==> src/rtl/uart_rx_pkg.sv <==
// uart_rx_pkg -- shared definitions for the UART receive frame timer.
//   state_t     : frame timer FSM states (IDLE, RUN)
//   MIN_DATA    : smallest supported number of data bits
//   START_BITS  : start bits per frame
//   frame_bits(): total bits in a frame, including the clamp of the
//                 data-bit count to MIN_DATA..data_max
package uart_rx_pkg;

  typedef enum logic {
    IDLE = 1'b0,
    RUN  = 1'b1
  } state_t;

  localparam int unsigned MIN_DATA   = 5;
  localparam int unsigned START_BITS = 1;

  function automatic int unsigned frame_bits(input logic [3:0] data,
                                             input logic       parity,
                                             input logic       stop2,
                                             input int unsigned data_max);
    int unsigned d;
    d = 32'(data);
    if (d < MIN_DATA) d = MIN_DATA;
    if (d > data_max) d = data_max;
    return START_BITS + d + (parity ? 1 : 0) + (stop2 ? 2 : 1);
  endfunction

endpackage

==> src/rtl/uart_rx_frame_timer_if.sv <==
// uart_rx_frame_timer_if -- signal bundle between the receiver control
// (master) and the frame timer (slave).
//   master drives : sample_en, hold, start, abort, rx_in,
//                   cfg_data_bits, cfg_parity, cfg_stop2
//   slave drives  : busy, sample_cnt, bit_idx, mid_strobe, bit_end,
//                   frame_done, false_start
interface uart_rx_frame_timer_if #(
  parameter int OVERSAMPLE = 16,
  parameter int DATA_MAX   = 8
);
  localparam int CNT_W = $clog2(OVERSAMPLE);
  localparam int BIT_W = $clog2(DATA_MAX + 4);

  logic             sample_en;
  logic             hold;
  logic             start;
  logic             abort;
  logic             rx_in;
  logic [3:0]       cfg_data_bits;
  logic             cfg_parity;
  logic             cfg_stop2;

  logic             busy;
  logic [CNT_W-1:0] sample_cnt;
  logic [BIT_W-1:0] bit_idx;
  logic             mid_strobe;
  logic             bit_end;
  logic             frame_done;
  logic             false_start;

  modport master (
    output sample_en, hold, start, abort, rx_in,
           cfg_data_bits, cfg_parity, cfg_stop2,
    input  busy, sample_cnt, bit_idx, mid_strobe, bit_end,
           frame_done, false_start
  );

  modport slave (
    input  sample_en, hold, start, abort, rx_in,
           cfg_data_bits, cfg_parity, cfg_stop2,
    output busy, sample_cnt, bit_idx, mid_strobe, bit_end,
           frame_done, false_start
  );

endinterface

==> src/rtl/uart_sample_div.sv <==
// uart_sample_div -- modulo-OVERSAMPLE sample counter for one bit period.
// Ports:
//   clk, reset : clock, asynchronous active-high reset
//   clr        : force the count back to 0 (priority over tick)
//   tick       : advance the count by one
//   cnt        : current sample index within the bit
//   wrap       : tick arriving on the last sample of the bit
//   mid        : tick arriving on the sample just before the bit centre
module uart_sample_div #(
  parameter int OVERSAMPLE = 16
) (
  input  logic                          clk,
  input  logic                          reset,
  input  logic                          clr,
  input  logic                          tick,
  output logic [$clog2(OVERSAMPLE)-1:0] cnt,
  output logic                          wrap,
  output logic                          mid
);

  localparam int CNT_W = $clog2(OVERSAMPLE);
  localparam logic [CNT_W-1:0] LAST = CNT_W'(OVERSAMPLE - 1);
  localparam logic [CNT_W-1:0] MID  = CNT_W'(OVERSAMPLE / 2 - 1);

  // OVERSAMPLE is a power of two, so the natural binary rollover is the
  // modulo wrap.
  always_ff @(posedge clk or posedge reset) begin
    if (reset)      cnt <= '0;
    else if (clr)   cnt <= '0;
    else if (tick)  cnt <= cnt + 1'b1;
  end

  assign wrap = tick && (cnt == LAST);
  assign mid  = tick && (cnt == MID);

endmodule

==> src/rtl/uart_rx_frame_timer.sv <==
// uart_rx_frame_timer -- sample/bit timing engine for the UART receiver.
// Counts oversampling ticks over a whole frame and emits registered
// mid-bit strobes, bit-end strobes and a frame-complete pulse.
// Ports:
//   clk, reset : clock, asynchronous active-high reset
//   bus        : uart_rx_frame_timer_if.slave (control in, strobes out)
// Build option:
//   START_VALIDATE_EN : when defined, rx_in is sampled at the start-bit
//                       centre and a high line rejects the frame with a
//                       false_start pulse. When undefined rx_in is ignored
//                       and false_start stays 0.
module uart_rx_frame_timer
  import uart_rx_pkg::*;
#(
  parameter int OVERSAMPLE = 16,
  parameter int DATA_MAX   = 8
) (
  input  logic                  clk,
  input  logic                  reset,
  uart_rx_frame_timer_if.slave  bus
);

  localparam int CNT_W = $clog2(OVERSAMPLE);
  localparam int BIT_W = $clog2(DATA_MAX + 4);
  // Last bit index of the 8N1 format the timer powers up with.
  localparam logic [BIT_W-1:0] RESET_LAST = BIT_W'(frame_bits(4'd8, 1'b0, 1'b0, DATA_MAX) - 1);

  state_t           state_q, state_d;
  logic [BIT_W-1:0] bit_idx_q, bit_idx_d;
  logic [BIT_W-1:0] last_idx_q, last_idx_d;
  logic             mid_p1, mid_d;
  logic             end_p1, end_d;
  logic             done_p1, done_d;
  logic             fs_p1, fs_d;
  logic             fs_hit;

  logic             div_clr;
  logic             div_tick;
  logic [CNT_W-1:0] div_cnt;
  logic             div_wrap;
  logic             div_mid;

  assign div_tick = (state_q == RUN) && bus.sample_en && !bus.hold;

  uart_sample_div #(
    .OVERSAMPLE (OVERSAMPLE)
  ) u_div (
    .clk   (clk),
    .reset (reset),
    .clr   (div_clr),
    .tick  (div_tick),
    .cnt   (div_cnt),
    .wrap  (div_wrap),
    .mid   (div_mid)
  );

`ifndef START_VALIDATE_EN
  logic unused_rx_in;
  assign unused_rx_in = bus.rx_in;
`endif

  always_comb begin
    state_d    = state_q;
    bit_idx_d  = bit_idx_q;
    last_idx_d = last_idx_q;
    div_clr    = 1'b0;
    mid_d      = 1'b0;
    end_d      = 1'b0;
    done_d     = 1'b0;
    fs_d       = 1'b0;
    fs_hit     = 1'b0;
`ifdef START_VALIDATE_EN
    // A line still high at the start-bit centre was a glitch, not a start.
    fs_hit = div_mid && (bit_idx_q == '0) && bus.rx_in;
`endif

    if (bus.abort) begin
      // abort outranks start, hold and the frame-end tick; strobes stay 0.
      state_d   = IDLE;
      bit_idx_d = '0;
      div_clr   = 1'b1;
    end else begin
      case (state_q)
        IDLE: begin
          div_clr   = 1'b1;
          bit_idx_d = '0;
          if (bus.start) begin
            state_d    = RUN;
            last_idx_d = BIT_W'(frame_bits(bus.cfg_data_bits, bus.cfg_parity,
                                           bus.cfg_stop2, DATA_MAX) - 1);
          end
        end
        RUN: begin
          if (fs_hit) begin
            fs_d      = 1'b1;
            state_d   = IDLE;
            bit_idx_d = '0;
            div_clr   = 1'b1;
          end else begin
            mid_d = div_mid;
            if (div_wrap) begin
              end_d = 1'b1;
              if (bit_idx_q == last_idx_q) begin
                done_d    = 1'b1;
                state_d   = IDLE;
                bit_idx_d = '0;
                div_clr   = 1'b1;
              end else begin
                bit_idx_d = bit_idx_q + 1'b1;
              end
            end
          end
        end
        default: begin
          state_d   = IDLE;
          bit_idx_d = '0;
          div_clr   = 1'b1;
        end
      endcase
    end
  end

  // Stage p1: state, bit counter and one-clock strobes
  always_ff @(posedge clk or posedge reset) begin
    if (reset) begin
      state_q    <= IDLE;
      bit_idx_q  <= '0;
      last_idx_q <= RESET_LAST;
      mid_p1     <= 1'b0;
      end_p1     <= 1'b0;
      done_p1    <= 1'b0;
      fs_p1      <= 1'b0;
    end else begin
      state_q    <= state_d;
      bit_idx_q  <= bit_idx_d;
      last_idx_q <= last_idx_d;
      mid_p1     <= mid_d;
      end_p1     <= end_d;
      done_p1    <= done_d;
      fs_p1      <= fs_d;
    end
  end

  assign bus.busy        = (state_q == RUN);
  assign bus.sample_cnt  = div_cnt;
  assign bus.bit_idx     = bit_idx_q;
  assign bus.mid_strobe  = mid_p1;
  assign bus.bit_end     = end_p1;
  assign bus.frame_done  = done_p1;
  assign bus.false_start = fs_p1;

endmodule

==> src/flat_wrapper.sv <==
// flat-port wrapper written by rule: the top's interface ports become plain ports
module uart_rx_frame_timer_flat import uart_rx_pkg::*;
#(
  parameter int OVERSAMPLE = 16,
  parameter int DATA_MAX   = 8
)
  (clk, reset, bus_sample_en, bus_hold, bus_start, bus_abort, bus_rx_in, bus_cfg_data_bits, bus_cfg_parity, bus_cfg_stop2, bus_busy, bus_sample_cnt, bus_bit_idx, bus_mid_strobe, bus_bit_end, bus_frame_done, bus_false_start);
  uart_rx_frame_timer_if #(.OVERSAMPLE(OVERSAMPLE), .DATA_MAX(DATA_MAX)) bus_i ();
  input  logic clk;
  input  logic reset;
  input wire logic [$bits(bus_i.sample_en)-1:0] bus_sample_en;
  input wire logic [$bits(bus_i.hold)-1:0] bus_hold;
  input wire logic [$bits(bus_i.start)-1:0] bus_start;
  input wire logic [$bits(bus_i.abort)-1:0] bus_abort;
  input wire logic [$bits(bus_i.rx_in)-1:0] bus_rx_in;
  input wire logic [$bits(bus_i.cfg_data_bits)-1:0] bus_cfg_data_bits;
  input wire logic [$bits(bus_i.cfg_parity)-1:0] bus_cfg_parity;
  input wire logic [$bits(bus_i.cfg_stop2)-1:0] bus_cfg_stop2;
  output wire logic [$bits(bus_i.busy)-1:0] bus_busy;
  output wire logic [$bits(bus_i.sample_cnt)-1:0] bus_sample_cnt;
  output wire logic [$bits(bus_i.bit_idx)-1:0] bus_bit_idx;
  output wire logic [$bits(bus_i.mid_strobe)-1:0] bus_mid_strobe;
  output wire logic [$bits(bus_i.bit_end)-1:0] bus_bit_end;
  output wire logic [$bits(bus_i.frame_done)-1:0] bus_frame_done;
  output wire logic [$bits(bus_i.false_start)-1:0] bus_false_start;
  assign bus_i.sample_en = bus_sample_en;
  assign bus_i.hold = bus_hold;
  assign bus_i.start = bus_start;
  assign bus_i.abort = bus_abort;
  assign bus_i.rx_in = bus_rx_in;
  assign bus_i.cfg_data_bits = bus_cfg_data_bits;
  assign bus_i.cfg_parity = bus_cfg_parity;
  assign bus_i.cfg_stop2 = bus_cfg_stop2;
  assign bus_busy = bus_i.busy;
  assign bus_sample_cnt = bus_i.sample_cnt;
  assign bus_bit_idx = bus_i.bit_idx;
  assign bus_mid_strobe = bus_i.mid_strobe;
  assign bus_bit_end = bus_i.bit_end;
  assign bus_frame_done = bus_i.frame_done;
  assign bus_false_start = bus_i.false_start;
  uart_rx_frame_timer #(.OVERSAMPLE(OVERSAMPLE), .DATA_MAX(DATA_MAX)) u_core (.clk(clk), .reset(reset), .bus(bus_i));
endmodule
==> config.mk <==
export PLATFORM = sky130hd
export DESIGN_NAME = uart_rx_frame_timer_flat
export DESIGN_NICKNAME = d
export VERILOG_FILES = /design/src/rtl/uart_rx_pkg.sv /design/src/rtl/uart_rx_frame_timer_if.sv /design/src/rtl/uart_sample_div.sv /design/src/rtl/uart_rx_frame_timer.sv /design/src/flat_wrapper.sv
export SDC_FILE = /design/constraint.sdc
export NUM_CORES = 1
export LEC_CHECK = 0
export CAP_MARGIN = 20
export CELL_PAD_IN_SITES_DETAIL_PLACEMENT = 0
export CELL_PAD_IN_SITES_GLOBAL_PLACEMENT = 1
export CORE_UTILIZATION = 37
export DETAILED_ROUTE_END_ITERATION = 7
export PLACE_DENSITY = 0.93
export SYNTH_ARGS = -nofsm -noshare
export SYNTH_HDL_FRONTEND = slang
export SYNTH_SLANG_ARGS = --single-unit
==> constraint.sdc <==
create_clock -name clk -period 2.4 [get_ports clk]
set_input_delay 0.72 -clock clk [delete_from_list [all_inputs] [get_ports clk]]
set_output_delay 0.72 -clock clk [all_outputs]
set_load 0.02 [all_outputs]
==> summary.md <==
| Metric | Value |
|---|---|
| First-pass DRT Iterations | `4` |
| Final HPWL from detailed placement | `1220 µm` |
| Power Dens Cells | `507 nW/µm²` |
| Path type of the worst setup path | `input port to flop` |
| Effective utilization at floorplan | `0.389` |
| Cell-by-cell trace of the critical path | `clkdlybuf4s50_1, o21bai_1, fa_1, inv_1, fa_1, mux2_2` |
| Vias in the first global route | `613` |
| Diodes inserted | `0` |
| Crit path time final | `2.28 ns` |
| Critical Path Source Type | `input port` |
| Tightest Pin Transition | `0.581 ns` |
| Antenna Violating Nets Remaining | `0` |
| Crit path from | `bus_cfg_data_bits[3]` |
| Post-route standard cell area excluding fillers | `1170 µm²` |
| Count of different cell masters after synthesis | `28` |
| Worst-case setup slack after placement | `-0.190 ns` |
| Crit Path Max Fanout | `2` |
| Total of cells resized after clock tree synthesis | `0` |
| Most used flip-flop cell after synthesis | `sky130_fd_sc_hd__dfrtp_1` |
| Final Hold Violating Endpoints | `0` |
| Worst-case vdd ir drop | `329 µV` |
| Count of clock tree sinks | `16` |
| Area delta synth->final | `37.2%` |
| Area inside the core boundary | `2190 µm²` |
| Clock root buffer master | `sky130_fd_sc_hd__clkbuf_4` |
| Worst R2R Setup Slack | `0.91 ns` |
| Per-cell via count in the routed design | `4.94` |
| Post-synthesis instance area | `852 µm²` |
| Clock latency reported for the late side of the worst-skew pair | `0.29 ns` |
| Via Count | `657` |
| Die Footprint | `2500 µm²` |
| Post-route total power | `0.592 mW` |
| Number of nets in the layout | `124` |
| Largest area contributor in the netlist | `sky130_fd_sc_hd__dfrtp_1` |
| Post-CTS Hold Buffers | `0` |
| Sum of negative setup slack | `0 ns` |
| Horizontal die dimension | `50.0 µm` |
| Core Rows | `17` |
| Endpoint required time on the critical path | `2.58 ns` |
| Final Skew | `0.00705 ns` |
| Number of endpoints failing setup at the final stage | `0` |
| Leading post-synthesis cells by instance count | `sky130_fd_sc_hd__dfrtp_1, sky130_fd_sc_hd__nor2_1, sky130_fd_sc_hd__xnor2_1, sky130_fd_sc_hd__nand2_1, sky130_fd_sc_hd__nand3_1` |
| Critical path's largest stage delay | `0.42 ns` |
| Number of top-level pins | `26` |
| Synthesis-stage register bit count | `16` |
| Setup slack of the critical path after layout | `0.125 ns` |
| Number of buffers added by the clock tree synthesis step | `3` |
| Worst Reg-to-Reg Cells | `4` |
| Postcts setup bufs | `0` |
| Yosys synthesis warning count | `0` |
| Total nets after synthesis | `94` |
| TritonCTS clock tree | `built` |
| Total DRC errors in the routed layout | `0` |
| Headroom to the max-slew limit | `0.612` |
| Unrepaired setup endpoints after global routing | `no` |
| Maximum operating frequency | `0.439 GHz` |
| Fraction of final layout cells with drive strength greater than 1 | `0.152` |
| Async set or reset register ratio after synthesis | `1.00` |
| Launch instance of the worst register-to-register path | `u_core.u_div.cnt[0]` |
| Number of port buffers | `23` |
| Leakage power figure | `0.491 nW` |
| Iter 0 DRT Violations | `6` |
| Min-delay worst type | `flop to flop` |
| Remaining global-route overflow | `0` |
| Avg WL per Cell | `11.4 µm` |
| Synthesized instance count | `76` |
| Level count of the clock H-tree | `1` |
| Aggregate global-route resource usage | `0.139` |
| Post-Synthesis Mean Instance Area | `11.2 µm²` |
| Number of antenna violations at the first check in global routing | `0` |
| WL final | `1510 µm` |
| Worst Path Arrival | `2.46 ns` |
| Master of the slowest instance on the critical path | `sky130_fd_sc_hd__clkdlybuf4s50_1` |
| Clock-pin slew on the worst setup and hold paths | `0.10 ns` |
| Critical Path Most Common Cell | `sky130_fd_sc_hd__fa_1` |
| Vertical extent of the die | `50.0 µm` |
| Max-Cap Viols | `0` |
| Portion of the post-synthesis area used by sequential elements | `0.473` |
| Post-synth EDFFs | `0` |
| Leading cell type by number of instances after synthesis | `sky130_fd_sc_hd__dfrtp_1` |
| Max-slew violation count | `0` |
| Run status | `finished clean` |
| Capturing element type of the critical path | `flop` |
| Crit Reg-Reg Endpoint | `u_core.bus.bit_idx[0]` |
| Capture point of the critical path | `u_core.last_idx_q[1]` |
| Post-layout utilization of the core | `0.533` |
| Area after detailed placement | `1130 µm²` |
| Period utilisation layout | `0.948` |
| Maximum count of clock buffers along a single path | `2` |
| Weighted congestion at the end of routability-driven global placement | `0.760` |
| Global-route wire length before repair | `2590 µm` |
| Largest net degree at the start of global routing | `17` |
| Portion of synthesized cell area occupied by the leading cell type | `0.411` |
| Top area cells in the synthesized netlist | `sky130_fd_sc_hd__dfrtp_1, sky130_fd_sc_hd__dfstp_2, sky130_fd_sc_hd__xnor2_1` |
cell families after synthesis:
kind of cell	Yosys count	synth area share
AOI/OAI and AO/OA	10	0.0793
xor gates and xnor gates	9	0.0925
adders and majority gates	5	0.0910
buffers and inverters	5	0.0264
DFF	16	0.473
muxes	4	0.0558
other	1	0.00440
and+or+nand+nor	26	0.178
metrics by stage:
stage	hold WS (ns)	instances
2_1_floorplan	0.488	76
3_3_place_gp	0.503	129
3_5_place_dp	0.499	129
4_1_cts	0.518	133
5_1_grt	0.561	133
6_report	0.522	133
state kept, by name, indices dropped and copies added (netlist names):
name and count:
u_core.u_div.cnt 4, u_core.bus.mid_strobe 1, u_core.bus.frame_done 1, u_core.bus.bit_idx 4, u_core.last_idx_q 4, u_core.bus.busy 1, u_core.bus.bit_end 1
cell usage in the layout, fill, tap and decap left out, drive strengths merged:
| master | n |
|---|---|
| a211oi | 1 |
| a21oi | 3 |
| a22o | 2 |
| a31oi | 2 |
| and2 | 1 |
| and4b | 2 |
| buf | 3 |
| clkbuf | 4 |
| clkdlybuf4s50 | 23 |
| conb | 1 |
| dfrtp | 14 |
| dfstp | 2 |
| fa | 2 |
| ha | 3 |
| inv | 4 |
| mux2 | 3 |
| mux2i | 1 |
| nand2 | 5 |
| nand2b | 1 |
| nand3 | 5 |
| nand4 | 1 |
| nor2 | 6 |
| nor2b | 1 |
| nor3 | 2 |
| nor3b | 1 |
| o21bai | 2 |
| or2b | 1 |
| xnor2 | 6 |
| xor2 | 3 |
report_power, final:
group	switching, mW	internal [mW]
sequential	0.0161	0.295
combinational	0.0425	0.0588
clock	0.0868	0.0925
total	0.145	0.447
per-layer routing:
layer,share of wire,track usage
met5,0,0
met4,0.024,0.0714
met3,0.046,0.0370
met2,0.48,0.222
met1,0.45,0.169
worst max-delay path, delay by kind of cell:
| kind | cells | cell delay [ns] |
|---|---|---|
| adders and majority gates | 2 | 0.78 |
| buffers and inverters | 2 | 0.51 |
| muxes | 1 | 0.27 |
| AOI/OAI and AO/OA | 1 | 0.18 |
worst min-delay path by stage:
stage | start | to | slack [ns] | depth (start not counted)
floorplan | u_core.last_idx_q[3] | u_core.last_idx_q[3] | 0.49 | 2
global placement | u_core.last_idx_q[3] | u_core.last_idx_q[3] | 0.50 | 2
detailed placement | u_core.last_idx_q[3] | u_core.last_idx_q[3] | 0.50 | 2
CTS | u_core.last_idx_q[3] | u_core.last_idx_q[3] | 0.52 | 2
global route | u_core.last_idx_q[0] | u_core.last_idx_q[0] | 0.56 | 2
finish | u_core.last_idx_q[3] | u_core.last_idx_q[3] | 0.52 | 2
area by class of cell:
type / instances / area (µm²)
Clock buffer: 4 / 36.3
Fill cell: 201 / 1020
Inverter: 4 / 15.0
Multi-Input combinational cell: 55 / 427
Sequential cell: 16 / 403
Tap cell: 28 / 35.0
Timing Repair Buffer: 26 / 253
Note: power is estimated with default switching activity, not from simulation.
